[config.mk]
export PLATFORM = sky130hd
export DESIGN_NAME = lpif_link_bringup_ctrl
export DESIGN_NICKNAME = d
export VERILOG_FILES = /design/src/rtl/lpif_link_bringup_ctrl.sv
export SDC_FILE = /design/constraint.sdc
export NUM_CORES = 1
export LEC_CHECK = 0
export ABC_AREA = 0
export CORE_ASPECT_RATIO = 0.75
export CORE_MARGIN = 2
export CORE_UTILIZATION = 30
export DETAILED_ROUTE_END_ITERATION = 10
export PLACE_DENSITY = 0.47
export SLEW_MARGIN = 20
export SYNTH_ARGS = -nofsm -noshare
export SYNTH_HDL_FRONTEND = slang
export SYNTH_SLANG_ARGS = --single-unit
export TNS_END_PERCENT = 1
[constraint.sdc]
create_clock -name clk_wr -period 2.9 [get_ports clk_wr]
set_input_delay 0.58 -clock clk_wr [delete_from_list [all_inputs] [get_ports clk_wr]]
set_output_delay 0.58 -clock clk_wr [all_outputs]
set_load 0.01 [all_outputs]
[src/rtl/lpif_link_bringup_ctrl.sv]
// LPIF link bring-up sequencer: PHY debounce, tx/rx online
// sequencing, alignment timeout with bounded retry.
module lpif_link_bringup_ctrl #(
  parameter int STABLE_CYCLES = 8,
  parameter int MAX_RETRY     = 3
) (
  input  logic                             clk_wr,
  input  logic                             rst_wr_n,
  input  logic                             enable,
  input  logic                             phy_tx_ready,
  input  logic                             phy_rx_ready,
  input  logic                             align_done,
  input  logic [15:0]                      align_timeout,
  input  logic [15:0]                      settle_cycles,
  output logic                             tx_online,
  output logic                             rx_online,
  output logic                             link_up,
  output logic                             link_drop,
  output logic                             timeout_err,
  output logic [$clog2(MAX_RETRY+1)-1:0]   retry_cnt,
  output logic [2:0]                       ctrl_state
);

  localparam int CW = $clog2(STABLE_CYCLES + 1);
  localparam int RW = $clog2(MAX_RETRY + 1);
  localparam logic [CW-1:0] STABLE_MAX = CW'(STABLE_CYCLES);
  localparam logic [RW-1:0] RETRY_MAX  = RW'(MAX_RETRY);

  typedef enum logic [2:0] {
    S_IDLE     = 3'd0,
    S_WAIT_PHY = 3'd1,
    S_TX_ON    = 3'd2,
    S_RX_ON    = 3'd3,
    S_LINK_UP  = 3'd4,
    S_ERR      = 3'd5
  } state_e;

  state_e          state_q, state_d;
  logic [CW-1:0]   cnt_q, cnt_d;
  logic [15:0]     timer_q, timer_d;
  logic [RW-1:0]   retry_q, retry_d;
  logic [RW-1:0]   retry_inc;
  logic            drop_d;
  logic            phy_ok;
  logic            online;
  logic            tx_q, rx_q, up_q, drop_q, err_q;

  assign phy_ok    = phy_tx_ready & phy_rx_ready;
  assign retry_inc = retry_q + 1'b1;
  assign online    = (state_q == S_TX_ON) || (state_q == S_RX_ON) ||
                     (state_q == S_LINK_UP);

  always_comb begin
    state_d = state_q;
    cnt_d   = cnt_q;
    timer_d = timer_q;
    retry_d = retry_q;
    drop_d  = 1'b0;
    if (!enable) begin
      state_d = S_IDLE;
      cnt_d   = '0;
      timer_d = '0;
      retry_d = '0;
    end else if (online && !phy_ok) begin
      state_d = S_WAIT_PHY;
      cnt_d   = '0;
      drop_d  = 1'b1;
    end else begin
      case (state_q)
        S_IDLE: begin
          state_d = S_WAIT_PHY;
          cnt_d   = '0;
          timer_d = '0;
          retry_d = '0;
        end
        S_WAIT_PHY: begin
          if (cnt_q == STABLE_MAX) begin
            state_d = S_TX_ON;
            timer_d = align_timeout;
          end else if (phy_ok) begin
            cnt_d = cnt_q + 1'b1;
          end else begin
            cnt_d = '0;
          end
        end
        S_TX_ON: begin
          if (align_done) begin
            state_d = S_RX_ON;
            timer_d = settle_cycles;
          end else if (align_timeout != 16'd0) begin
            // a timer of 1 is the last cycle of the alignment window
            if (timer_q == 16'd1) begin
              retry_d = retry_inc;
              timer_d = '0;
              cnt_d   = '0;
              state_d = (retry_inc == RETRY_MAX) ? S_ERR : S_WAIT_PHY;
            end else if (timer_q != 16'd0) begin
              timer_d = timer_q - 16'd1;
            end
          end
        end
        S_RX_ON: begin
          if (timer_q != 16'd0) timer_d = timer_q - 16'd1;
          if (timer_q <= 16'd1) state_d = S_LINK_UP;
        end
        S_LINK_UP: ;
        S_ERR: ;
        default: state_d = S_IDLE;
      endcase
    end
  end

  always_ff @(posedge clk_wr or negedge rst_wr_n) begin
    if (!rst_wr_n) begin
      state_q <= S_IDLE;
      cnt_q   <= '0;
      timer_q <= '0;
      retry_q <= '0;
      tx_q    <= 1'b0;
      rx_q    <= 1'b0;
      up_q    <= 1'b0;
      drop_q  <= 1'b0;
      err_q   <= 1'b0;
    end else begin
      state_q <= state_d;
      cnt_q   <= cnt_d;
      timer_q <= timer_d;
      retry_q <= retry_d;
      tx_q    <= (state_d == S_TX_ON) || (state_d == S_RX_ON) ||
                 (state_d == S_LINK_UP);
      rx_q    <= (state_d == S_RX_ON) || (state_d == S_LINK_UP);
      up_q    <= (state_d == S_LINK_UP);
      drop_q  <= drop_d;
      err_q   <= (state_d == S_ERR);
    end
  end

  assign tx_online   = tx_q;
  assign rx_online   = rx_q;
  assign link_up     = up_q;
  assign link_drop   = drop_q;
  assign timeout_err = err_q;
  assign retry_cnt   = retry_q;
  assign ctrl_state  = state_q;

endmodule

==> parameters.txt, run 1 <==
Parameter                              Value

Route
  First DRT Iteration DRCs ... 156
  Routed wire length per instance ... 19.09 µm
  Detail Route Antenna Nets ... 0
  Vias per cell ... 5.822
  Vias after detailed routing ... 2,521
  Number of iterations in the first detailed-routing pass ... 5
  Total Wirelength ... 8265 µm
  Residual DRC count ... 0

Floorplan
  Die area ... 8586 µm²
  Effective utilization at floorplan ... 0.3156
  Die width ... 106.3 µm
  IO Count ... 48
  Number of core rows ... 27
  Die height ... 80.75 µm
  Placeable core area ... 7466 µm²

Critical path
  Critical path startpoint category ... input pin
  Top delay family on crit path ... simple AND/OR/NAND/NOR gates
  Peak per-stage delay on the critical path ... 0.47 ns
  Worst R2R Start ... timer_q[0]$_DFFE_PN0P_
  Critical-path maximum fanout ... 16
  CP max stage cell ... clkdlybuf4s50_1
  Flop2flop setup slack ... 0.40 ns
  Number of cells on the worst reg-to-reg path ... 7
  Number of buffers and inverters on the critical path ... 2
  Type of the worst setup path ... in -> reg
  Crit path required time ... 3.08 ns
  Cells traversed along the worst timing path ... clkdlybuf4s50_1, nor4_1, nand4_1, o22ai_1, buf_4, a21oi_2, o32ai_1
  Critical path endpoint category ... flip-flop
  Critical R2R Capture ... timer_q[9]$_DFFE_PN0P_
  WP data arrival ... 2.74 ns

Power
  Power density over the cells ... 291.3 nW/µm²
  Cell internal pwr ... 0.6803 mW
  Fraction of power consumed by combinational cells ... 0.142
  Peak supply drop ... 0.0002220 V
  Reported leakage power ... 1.284 nW
  Net switching power ... 0.2345 mW
  Clock power share ... 0.399
  Switching Share ... 0.2563
  Power share of the sequential group ... 0.459

Synth
  Count of flip-flops with a built-in enable after synthesis ... 0
  Post-synth design cell area ... 2356 µm²
  Top FF cell, synth ... dfrtp_1
  Share of async-settable or async-resettable flops after synthesis ... 1.000
  Synth warn ... 0
  Sequential cell area fraction in the yosys report ... 0.3186
  Register bit count reported by yosys ... 30
  Net count of the mapped netlist ... 318
  Post-synth cell types ... 63
  Avg Inst Size Synth ... 8.599 µm²
  Post-synthesis instance total ... 274

Cells and area
  Layout cells sized above 1 ... 0.1355
  Total Nets Final ... 375
  Antenna cell count ... 0
  Area growth from synthesis to layout ... 33.30%

Timing
  Unrepaired setup endpoints after global routing ... no
  Measured slew at the worst slew-check pin ... 0.6392 ns
  Setup Total Neg Slack ... 0 ns
  Worst max-slew margin expressed relative to the limit ... 0.5731
  Post-Route Skew ... 0.005210 ns
  Number of max-slew violations in the final report ... 0
  Final setup fails ... 0
  Final cycle utilization of the critical path ... 0.8833
  Smallest hold slack ... 0.5719 ns
  Final hold viol count ... 0
  Time the worst path needs with I/O delays and setup ... 2.562 ns
  Max frequency ... 390.4 MHz

Clock tree
  TritonCTS clock tree ... built
  Clock insertion delay at the later pin of the skew report ... 0.28 ns
  CTS Root Cell ... clkbuf_8
  Clk slew on worst S/H paths ... 0.07 ns
  TritonCTS buffer count ... 5
  CTS H-tree lvls ... 2
  Number of buffers on the longest clock path ... 2
  Clk sinks ... 30

Run status
  Outcome ... finished, final reports clean

Worst hold path
  Hold EP ... retry_cnt[0]$_DFFE_PN0P_
  Worst Hold Launch ... retry_cnt[0]$_DFFE_PN0P_
  Number of cells on the worst hold path ... 3
  Classification of the worst-slack hold path ... reg -> reg

GRT
  Tot GR Track Use ... 0.2034
  Number of antenna violations at the first check in global routing ... 0
  Wire length of the first global-routing pass ... 13,500 µm
  Pin count of the biggest net entering global routing ... 31
  Number of global-route vias before repair ... 2,403
  Total global routing overflow ... 0

Place
  Global placement routability congestion ... 0.9048
  Port Buf Inserts ... 47
  Half-perimeter wire length of the detailed placement result ... 6358 µm

Run
  Count of maximum capacitance violations ... 0
[final cells by class]
cell class / instances / area [µm²]
well taps: 101 / 126.4
repair buffers: 67 / 620.6
fillers: 740 / 4325
inverters: 13 / 48.80
clock inverters: 2 / 12.51
multi-input cells: 214 / 1499
flip-flops and latches: 30 / 750.7
clock buffers: 6 / 82.58
[cells in the mapped netlist, types with 5 or more instances]
| cell | count | area [µm²] |
|---|---|---|
| nand2_1 | 22 | 82.58 |
| nor2b_1 | 9 | 56.30 |
| a21oi_1 | 10 | 50.05 |
| or3_1 | 7 | 43.79 |
| a22oi_1 | 12 | 90.09 |
| o21ai_0 | 9 | 45.04 |
| nor2_1 | 10 | 37.54 |
| dfrtp_1 | 30 | 750.7 |
| o22ai_1 | 8 | 50.05 |
| o31a_1 | 5 | 43.79 |
| nand3_1 | 8 | 40.04 |
| clkbuf_1 | 13 | 48.80 |
| and3_1 | 6 | 37.54 |
| nand4_1 | 7 | 43.79 |
| ha_1 | 6 | 75.07 |
| inv_1 | 13 | 48.80 |
| o31ai_1 | 7 | 52.55 |
| nor4_1 | 9 | 56.30 |
[what timing repair did]
item	4_1_cts	5_1_grt
gates resized for setup	0	1
hold buffers	0	0
setup endpoints to repair	0	5
setup buffers	0	0
[worst min-delay path, stage by stage (launching register included)]
cell and delay, ns:
dfrtp_1 0.35, inv_1 0.06, nand3_1 0.06, a21oi_1 0.06
[power groups by stage]
stage | registers [mW] | clock network (mW) | logic (mW)
6_report | 0.420 | 0.365 | 0.130
5_1_grt | 0.420 | 0.399 | 0.142
4_1_cts | 0.420 | 0.380 | 0.130
3_5_place_dp | 0.428 | 0 | 0.129
3_3_place_gp | 0.428 | 0 | 0.130
2_1_floorplan | 0.429 | 0 | 0.0410
[sequential cells by signal, indices dropped and copies added (netlist names)]
register and flops:
timer_q 16, cnt_q 4, ctrl_state 3, retry_cnt 2, link_drop 1, link_up 1, rx_online 1, timeout_err 1
tx_online 1
[metal layers]
| metal | vias up | global-route usage | share of wire |
|---|---|---|---|
| li1 | 1203 | - | - |
| met4 | 0 | 0.02895 | 0.0058 |
| met5 | - | 0 | 0 |
| met2 | 115 | 0.2865 | 0.40 |
| met1 | 1198 | 0.3179 | 0.51 |
| met3 | 5 | 0.04655 | 0.077 |
[cell families (layout without fill, tap and decap cells)]
| group | count (synthesis) | in the layout | synth area share |
|---|---|---|---|
| compound gates | 91 | 91 | 0.2905 |
| buf+inv | 30 | 88 | 0.04992 |
| mux | 3 | 3 | 0.01328 |
| flops | 30 | 30 | 0.3186 |
| simple gates | 114 | 114 | 0.2958 |
| fa+ha+maj | 6 | 6 | 0.03186 |
[how the worst max path moves through the flow]
stage / startpoint / depth (start not counted) / slack [ns] / end
floorplan: timer_q[0]$_DFFE_PN0P_ / 7 / 0.77 / timer_q[2]$_DFFE_PN0P_
global placement: align_timeout[13] / 6 / -0.04 / timer_q[15]$_DFFE_PN0P_
detailed placement: align_timeout[13] / 6 / -0.19 / timer_q[15]$_DFFE_PN0P_
CTS: align_timeout[13] / 6 / 0.08 / timer_q[9]$_DFFE_PN0P_
global route: timer_q[3]$_DFFE_PN0P_ / 5 / 0.20 / tx_online$_DFF_PN0_
finish: align_timeout[13] / 7 / 0.34 / timer_q[15]$_DFFE_PN0P_
[through the flow]
step / cells / worst slack [ns] / instance area, µm² / utilization / power [mW]
2_1_floorplan: 274 / 0.7654 / 2356 / - / 0.4701
3_3_place_gp: 425 / -0.04491 / 3040 / 0.4072 / 0.5584
3_5_place_dp: 425 / -0.1905 / 3040 / 0.4072 / 0.5575
4_1_cts: 433 / 0.08406 / 3136 / 0.4200 / 0.9298
5_1_grt: 433 / 0.1982 / 3141 / 0.4206 / 0.9608
6_report: 433 / 0.3384 / 3141 / 0.4206 / 0.9148
[cell usage in the layout, fill, tap and decap left out, types with 2 or more instances in the layout]
cell             instances
clkdlybuf4s50_1         47
dfrtp_1                 30
nand2_1                 22
buf_4                   20
inv_1                   13
a22oi_1                 12
nor2_1                  10
a21oi_1                 10
nor2b_1                  9
nor4_1                   9
o21ai_0                  9
o22ai_1                  8
nand3_1                  8
or3_1                    7
nand4_1                  7
o31ai_1                  7
and3_1                   6
ha_1                     6
clkbuf_8                 6
o31a_1                   5
or4_1                    4
nor3b_1                  4
nor3_1                   4
o2111ai_1                4
a222oi_1                 4
o221ai_1                 4
a22o_1                   4
nand2b_1                 3
and4_1                   3
a211o_1                  3
or2_2                    2
nor4_2                   2
a31oi_1                  2
nand4b_1                 2
o21ai_1                  2
nand3b_1                 2
o32ai_1                  2
mux2i_1                  2
Power figures use the tool's default switching activity.
==> run 2, diff against run 1 <==
--- a/config.mk
+++ b/config.mk
@@ -8,9 +8,9 @@
 export ABC_AREA = 0
 export CORE_ASPECT_RATIO = 0.75
 export CORE_MARGIN = 2
-export CORE_UTILIZATION = 30
+export CORE_UTILIZATION = 28
 export DETAILED_ROUTE_END_ITERATION = 10
-export PLACE_DENSITY = 0.47
+export PLACE_DENSITY = 0.45
 export SLEW_MARGIN = 20
 export SYNTH_ARGS = -nofsm -noshare
 export SYNTH_HDL_FRONTEND = slang
==> run 2 against run 1 <==
  * Routed wire length shrank 0.65%
  * Sequential share of layout area shrank 0.76 points
  * Sequential power is essentially flat
  * Largest power group unchanged
  * Critical endpoint is now cnt_q[0]$_DFFE_PN0P_
  * Combinational power grew 9%
  * Register-to-register slack is essentially flat
  * Total power grew 1.4%
  * Highest routed layer unchanged
  * Largest cell class unchanged
==> parameters.txt, run 2 (synthesized netlist as in run 1, its figures left out) <==
Parameter                              Value

Timing
  Max frequency ... 377.1 MHz (-3.4%)
  Final hold viol count ... 0 (unchanged)
  Setup Total Neg Slack ... 0 ns (unchanged)
  Number of max-slew violations in the final report ... 0 (unchanged)
  Final cycle utilization of the critical path ... 0.9143 (+0.03104)
  Least setup slack across all paths after layout ... 0.2484 ns (-0.09001 ns)
  Time the worst path needs with I/O delays and setup ... 2.652 ns (+0.09001 ns)
  Final setup fails ... 0 (unchanged)
  Post-Route Skew ... 0.01370 ns (+0.008486 ns)
  Measured slew at the worst slew-check pin ... 0.6946 ns (+0.05534 ns)
  Smallest hold slack ... 0.5670 ns (-0.004936 ns)
  Unrepaired setup endpoints after global routing ... no
  Worst max-slew margin expressed relative to the limit ... 0.5361 (-0.03696)

Power
  Tot Pwr ... 0.9280 mW (+1.4%)
  Power density over the cells ... 286.1 nW/µm² (-1.8%)
  Reported leakage power ... 1.331 nW (+3.7%)
  Peak supply drop ... 0.0001358 V (-39%)

Floorplan
  Effective utilization at floorplan ... 0.2937 (-0.02190)
  IO Count ... 48 (unchanged)
  Placeable core area ... 8023 µm² (+7.5%)
  Number of core rows ... 28 (+3.7%)
  Die width ... 109.9 µm (+3.4%)
  Die area ... 9172 µm² (+6.8%)
  Die height ... 83.44 µm (+3.3%)

Place
  Setup slack after placement ... -0.1727 ns (+0.01783 ns)
  Placed cells ... 437 (+2.8%)
  Half-perimeter wire length of the detailed placement result ... 6259 µm (-1.6%)
  Port Buf Inserts ... 47 (unchanged)
  Global placement routability congestion ... 0.8760 (-3.2%)

Cells and area
  Area growth from synthesis to layout ... 37.65%
  Largest Register ... timer_q
  Footprint of the multi-input gates ... 1499 µm² (unchanged)
  Non-filler instance count after layout ... 445 (+2.8%)
  Most common cell after layout, fill and taps aside ... clkdlybuf4s50_1
  Max FFs per register ... 16 (unchanged)
  Layout cells sized above 1 ... 0.1559 (+0.02034)
  FF+latch area ... 750.7 µm² (unchanged)
  Commonest cells after routing, fill and taps aside ... clkdlybuf4s50_1, dfrtp_1, buf_4, nand2_1, inv_1
  Antenna cell count ... 0 (unchanged)
  Total Nets Final ... 383 (+2.1%)
  Number of filler instances in the final layout ... 812 (+9.7%)

Critical path
  Worst R2R Start ... timer_q[3]$_DFFE_PN0P_
  Crit path required time ... 3.07 ns (about the same)
  Type of the worst setup path ... in -> reg
  Critical path startpoint category ... input pin
  Flop2flop setup slack ... 0.39 ns (about the same)
  Critical-path maximum fanout ... 5 (-11)
  WP data arrival ... 2.82 ns (+0.08 ns)
  Number of cells on the worst reg-to-reg path ... 5 (-2)
  Critical R2R Capture ... tx_online$_DFF_PN0_
  Critical path endpoint category ... flip-flop

GRT
  Tot GR Track Use ... 0.1869 (-0.01651)
  Total global routing overflow ... 0 (unchanged)
  Wire length of the first global-routing pass ... 13,280 µm (-1.7%)
  Pin count of the biggest net entering global routing ... 31 (unchanged)
  Number of global-route vias before repair ... 2,463 (+2.5%)
  Number of antenna violations at the first check in global routing ... 0 (unchanged)

Worst hold path
  Hold EP ... timer_q[1]$_DFFE_PN0P_
  Number of cells on the worst hold path ... 1 (-2)
  Worst Hold Launch ... timer_q[1]$_DFFE_PN0P_
  Classification of the worst-slack hold path ... reg -> reg

Route
  Total Wirelength ... 8211 µm (-0.65%)
  Detail Route Antenna Nets ... 0 (unchanged)
  Number of iterations in the first detailed-routing pass ... 5 (unchanged)
  Vias after detailed routing ... 2,571 (+2.0%)
  Wire length the detailed router placed on met1 ... 4251 µm (+0.40%)
  Vias per cell ... 5.778 (-0.77%)
  First DRT Iteration DRCs ... 266 (+71%)
  Highest routed layer ... met4
  Routed wire length per instance ... 18.45 µm (-3.3%)
  Total length of routed met3 wires ... 640 µm (+0.47%)
  Metal2 WL ... 3211 µm (-4.0%)
  Residual DRC count ... 0 (unchanged)

Clock tree
  Number of resized instances in the post-cts repair step ... 0 (unchanged)
  Clk sinks ... 30 (unchanged)
  Number of buffers on the longest clock path ... 2 (unchanged)
  Clock insertion delay at the later pin of the skew report ... 0.29 ns (about the same)
  TritonCTS clock tree ... built
  TritonCTS buffer count ... 5 (unchanged)
  Clk slew on worst S/H paths ... 0.07 ns (about the same)
  Post-CTS Hold Fix Bufs ... 0 (unchanged)
  Setup fix buffers added after clock tree synthesis ... 0 (unchanged)
  CTS Root Cell ... clkbuf_8
  CTS H-tree lvls ... 2 (unchanged)

Run status
  Outcome ... finished, final reports clean

Run
  Count of maximum capacitance violations ... 0 (unchanged)
==> run 2: cell count changes in the layout (fill, tap and decap cells not counted) <==
cell / previous run / this run
buf_4: 20 / 25
buf_12: 0 / 3
==> run 2: through the flow <==
step,utilization,instance area (µm²)
3_5_place_dp,0.3918,3143
5_1_grt,0.4042,3243
4_1_cts,0.4036,3238
6_report,0.4042,3243
3_3_place_gp,0.3918,3143
2_1_floorplan,-,2356
==> run 2: cell type report <==
class | count | area share
Timing Repair Buffer | 75 | 0.2215
Tap cell | 105 | 0.04051
Multi-Input combinational cell | 214 | 0.4622
Clock inverter | 2 | 0.003858
Sequential cell | 30 | 0.2315
Clock buffer | 6 | 0.02546
Inverter | 13 | 0.01505
==> run 2: routing by layer <==
metal	global-route usage	vias up
met1	0.3137	1213
met4	0.04028	0
li1	-	1223
met2	0.2331	123
met3	0.03846	12
met5	0	-
==> run 2: where the power goes <==
| part | switching [mW] | internal, mW |
|---|---|---|
| clock | 0.175 | 0.191 |
| combinational | 0.0615 | 0.0807 |
| sequential | 0.000907 | 0.419 |
==> run 2: critical path, stage by stage <==
cell	delay [ns]
clkdlybuf4s50_1	0.47
nor4_1	0.57
nand4_1	0.39
buf_4	0.26
nand4_1	0.11
nand2_1	0.14
mux2_2	0.30
==> run 2: worst max-delay path by stage <==
stage	from	endpoint	slack [ns]	depth (start not counted)
final	align_timeout[13]	cnt_q[0]$_DFFE_PN0P_	0.25	7
after global routing	align_timeout[13]	tx_online$_DFF_PN0_	0.21	7
after CTS	align_timeout[13]	timer_q[9]$_DFFE_PN0P_	0.14	6
after detailed placement	align_timeout[13]	timer_q[9]$_DFFE_PN0P_	-0.17	6
after global placement	align_timeout[13]	timer_q[14]$_DFFE_PN0P_	-0.1	7
after floorplan	timer_q[0]$_DFFE_PN0P_	timer_q[2]$_DFFE_PN0P_	0.77	7
==> run 3, diff against run 2 <==
--- a/config.mk
+++ b/config.mk
@@ -7,9 +7,9 @@
 export LEC_CHECK = 0
 export ABC_AREA = 0
 export CORE_ASPECT_RATIO = 0.75
-export CORE_MARGIN = 2
 export CORE_UTILIZATION = 28
 export DETAILED_ROUTE_END_ITERATION = 10
+export GPL_TIMING_DRIVEN = 0
 export PLACE_DENSITY = 0.45
 export SLEW_MARGIN = 20
 export SYNTH_ARGS = -nofsm -noshare
==> run 3 against run 2 <==
  * Sequential power is essentially flat
  * Register-to-register slack lost 0.14 ns
  * Core utilization shrank 1.8 points
  * Maximum frequency shrank 6.0%
  * Non-clock buffer count shrank 10
  * Critical endpoint is now timer_q[9]$_DFFE_PN0P_
  * Largest power group unchanged
==> parameters.txt, run 3 (synthesized netlist as in run 1, its figures left out) <==
Parameter                              Value

Critical path
  Crit path required time ... 3.11 ns (+0.04 ns)
  Top delay family on crit path ... compound AO/OA/AOI/OAI gates
  Number of cells on the worst reg-to-reg path ... 7 (+2)
  WP data arrival ... 3.03 ns (+0.21 ns)
  Flop2flop setup slack ... 0.25 ns (-0.14 ns)
  Critical-path maximum fanout ... 10 (+5)
  Critical R2R Capture ... timer_q[1]$_DFFE_PN0P_
  Worst R2R Start ... ctrl_state[2]$_DFF_PN0_
  CP max stage cell ... a31oi_2
  Critical path startpoint category ... input pin
  Peak per-stage delay on the critical path ... 0.58 ns (about the same)
  Number of buffers and inverters on the critical path ... 1 (-1)
  Critical path endpoint category ... flip-flop
  Type of the worst setup path ... in -> reg
  Cells traversed along the worst timing path ... clkdlybuf4s50_1, nor4b_2, a21oi_1, a31oi_2, nand2_1, o221ai_1

Timing
  Final cycle utilization of the critical path ... 0.9726 (+0.05827)
  Least setup slack across all paths after layout ... 0.07940 ns (-0.1690 ns)
  Final setup fails ... 0 (unchanged)
  Post-Route Skew ... 0.009821 ns (-0.003875 ns)
  Setup Total Neg Slack ... 0 ns (unchanged)
  Max frequency ... 354.5 MHz (-6.0%)
  Unrepaired setup endpoints after global routing ... no
  Smallest hold slack ... 0.2163 ns (-0.3507 ns)
  Final hold viol count ... 0 (unchanged)
  Time the worst path needs with I/O delays and setup ... 2.821 ns (+0.1690 ns)
  Number of max-slew violations in the final report ... 0 (unchanged)
  Measured slew at the worst slew-check pin ... 0.8947 ns (+0.2001 ns)
  Worst max-slew margin expressed relative to the limit ... 0.4010 (-0.1352)

GRT
  Number of global-route vias before repair ... 2,366 (-3.9%)
  Pin count of the biggest net entering global routing ... 17 (-45%)
  Number of antenna violations at the first check in global routing ... 0 (unchanged)
  Wire length of the first global-routing pass ... 13,170 µm (-0.78%)
  Tot GR Track Use ... 0.1994 (+0.01256)
  Total global routing overflow ... 0 (unchanged)

Clock tree
  Setup fix buffers added after clock tree synthesis ... 0 (unchanged)
  CTS H-tree lvls ... 2 (unchanged)
  Clk slew on worst S/H paths ... 0.08 ns (about the same)
  Number of buffers on the longest clock path ... 2 (unchanged)
  TritonCTS clock tree ... built
  Clk sinks ... 30 (unchanged)
  CTS Root Cell ... clkbuf_8
  TritonCTS buffer count ... 5 (unchanged)
  Clock insertion delay at the later pin of the skew report ... 0.29 ns (about the same)

Place
  Placed cells ... 427 (-2.3%)
  Setup slack after placement ... -0.5979 ns (-0.4251 ns)
  Half-perimeter wire length of the detailed placement result ... 6459 µm (+3.2%)
  Port Buf Inserts ... 47 (unchanged)
  Cell area reported after detailed placement ... 2980 µm² (-5.2%)
  Global placement routability congestion ... 0.8186 (-6.6%)

Cells and area
  Area growth from synthesis to layout ... 31.44%
  Total Nets Final ... 373 (-2.6%)
  Commonest cells after routing, fill and taps aside ... clkdlybuf4s50_1, dfrtp_1, nand2_1, inv_1
  Non-filler instance count after layout ... 435 (-2.2%)
  Layout cells sized above 1 ... 0.09697 (-0.05891)
  Fin area ... 3097 µm² (-4.5%)
  Max FFs per register ... 16 (unchanged)
  Most common cell after layout, fill and taps aside ... clkdlybuf4s50_1
  Antenna cell count ... 0 (unchanged)
  Final cell utilization of the core ... 0.3860 (-0.01825)
  Largest Register ... timer_q

Power
  Power density over the cells ... 301.7 nW/µm² (+5.5%)
  Net switching power ... 0.2545 mW (+7.3%)
  Power share of the sequential group ... 0.450 (-0.003)
  Tot Pwr ... 0.9344 mW (+0.70%)
  Reported leakage power ... 1.237 nW (-7.1%)
  Fraction of power consumed by combinational cells ... 0.141 (-0.012)
  Switching Share ... 0.2724 (+0.01677)
  Cell internal pwr ... 0.6799 mW (-1.6%)
  Peak supply drop ... 0.0001812 V (+33%)
  Clock power share ... 0.408 (+0.014)

Route
  Detail Route Antenna Nets ... 0 (unchanged)
  Vias after detailed routing ... 2,523 (-1.9%)
  Total Wirelength ... 8375 µm (+2.0%)
  Vias per cell ... 5.800 (+0.39%)
  Residual DRC count ... 0 (unchanged)
  Routed wire length per instance ... 19.25 µm (+4.3%)
  First DRT Iteration DRCs ... 242 (-9.0%)
  Number of iterations in the first detailed-routing pass ... 5 (unchanged)

Floorplan
  Die height ... 81.44 µm (-2.4%)
  Placeable core area ... 8023 µm² (unchanged)
  Die area ... 8789 µm² (-4.2%)
  Die width ... 107.9 µm (-1.8%)
  Effective utilization at floorplan ... 0.2937 (unchanged)
  IO Count ... 48 (unchanged)
  Number of core rows ... 28 (unchanged)

Worst hold path
  Classification of the worst-slack hold path ... in -> async

Run status
  Outcome ... finished, final reports clean

Run
  Count of maximum capacitance violations ... 0 (unchanged)
==> run 3: cell count changes in the layout (fill, tap and decap cells not counted), moves of 3 or more <==
cell      delta
clkbuf_1    +12
buf_2        +5
buf_12       -3
buf_4       -25
==> run 3: cell type report <==
class	instances	area, µm²
buffer	17	70.07
clock buffer	6	82.58
clock inverter	2	12.51
fill	836	4926
inverter	13	48.80
multi-input combinational	214	1508
sequential	30	750.7
tap	105	131.4
timing repair buffer	48	493.0
==> run 3: power by group through the flow <==
stage	clock network [mW]	logic [mW]	registers, mW
floorplan	0	0.0410	0.429
global placement	0	0.126	0.429
detailed placement	0	0.130	0.429
CTS	0.394	0.131	0.421
global route	0.405	0.142	0.421
finish	0.381	0.132	0.421
==> run 3: how the worst max path moves through the flow <==
stage,from,end,cells past startpoint,slack [ns]
detailed placement,align_timeout[5],timer_q[11]$_DFFE_PN0P_,7,-0.60
global placement,align_timeout[5],timer_q[11]$_DFFE_PN0P_,7,-0.60
finish,align_done,timer_q[9]$_DFFE_PN0P_,6,0.08
floorplan,timer_q[0]$_DFFE_PN0P_,timer_q[2]$_DFFE_PN0P_,7,0.77
CTS,align_timeout[5],timer_q[11]$_DFFE_PN0P_,7,0.01
global route,align_done,timer_q[15]$_DFFE_PN0P_,6,0.004
==> run 3: what timing repair did <==
action                                  CTS  global route
pin swaps                                 0             0
resized for setup                         2             4
endpoints found under the setup margin   15            11
gates cloned                              0             0
hold buffers                              0             0
==> run 3: routing by layer <==
metal | global-route usage | part of all wire | wire length [µm]
met1 | 0.3140 | 0.53 | 4475
met2 | 0.2756 | 0.39 | 3251
met3 | 0.03571 | 0.067 | 559
met4 | 0.04247 | 0.011 | 89
met5 | 0 | 0 | 0
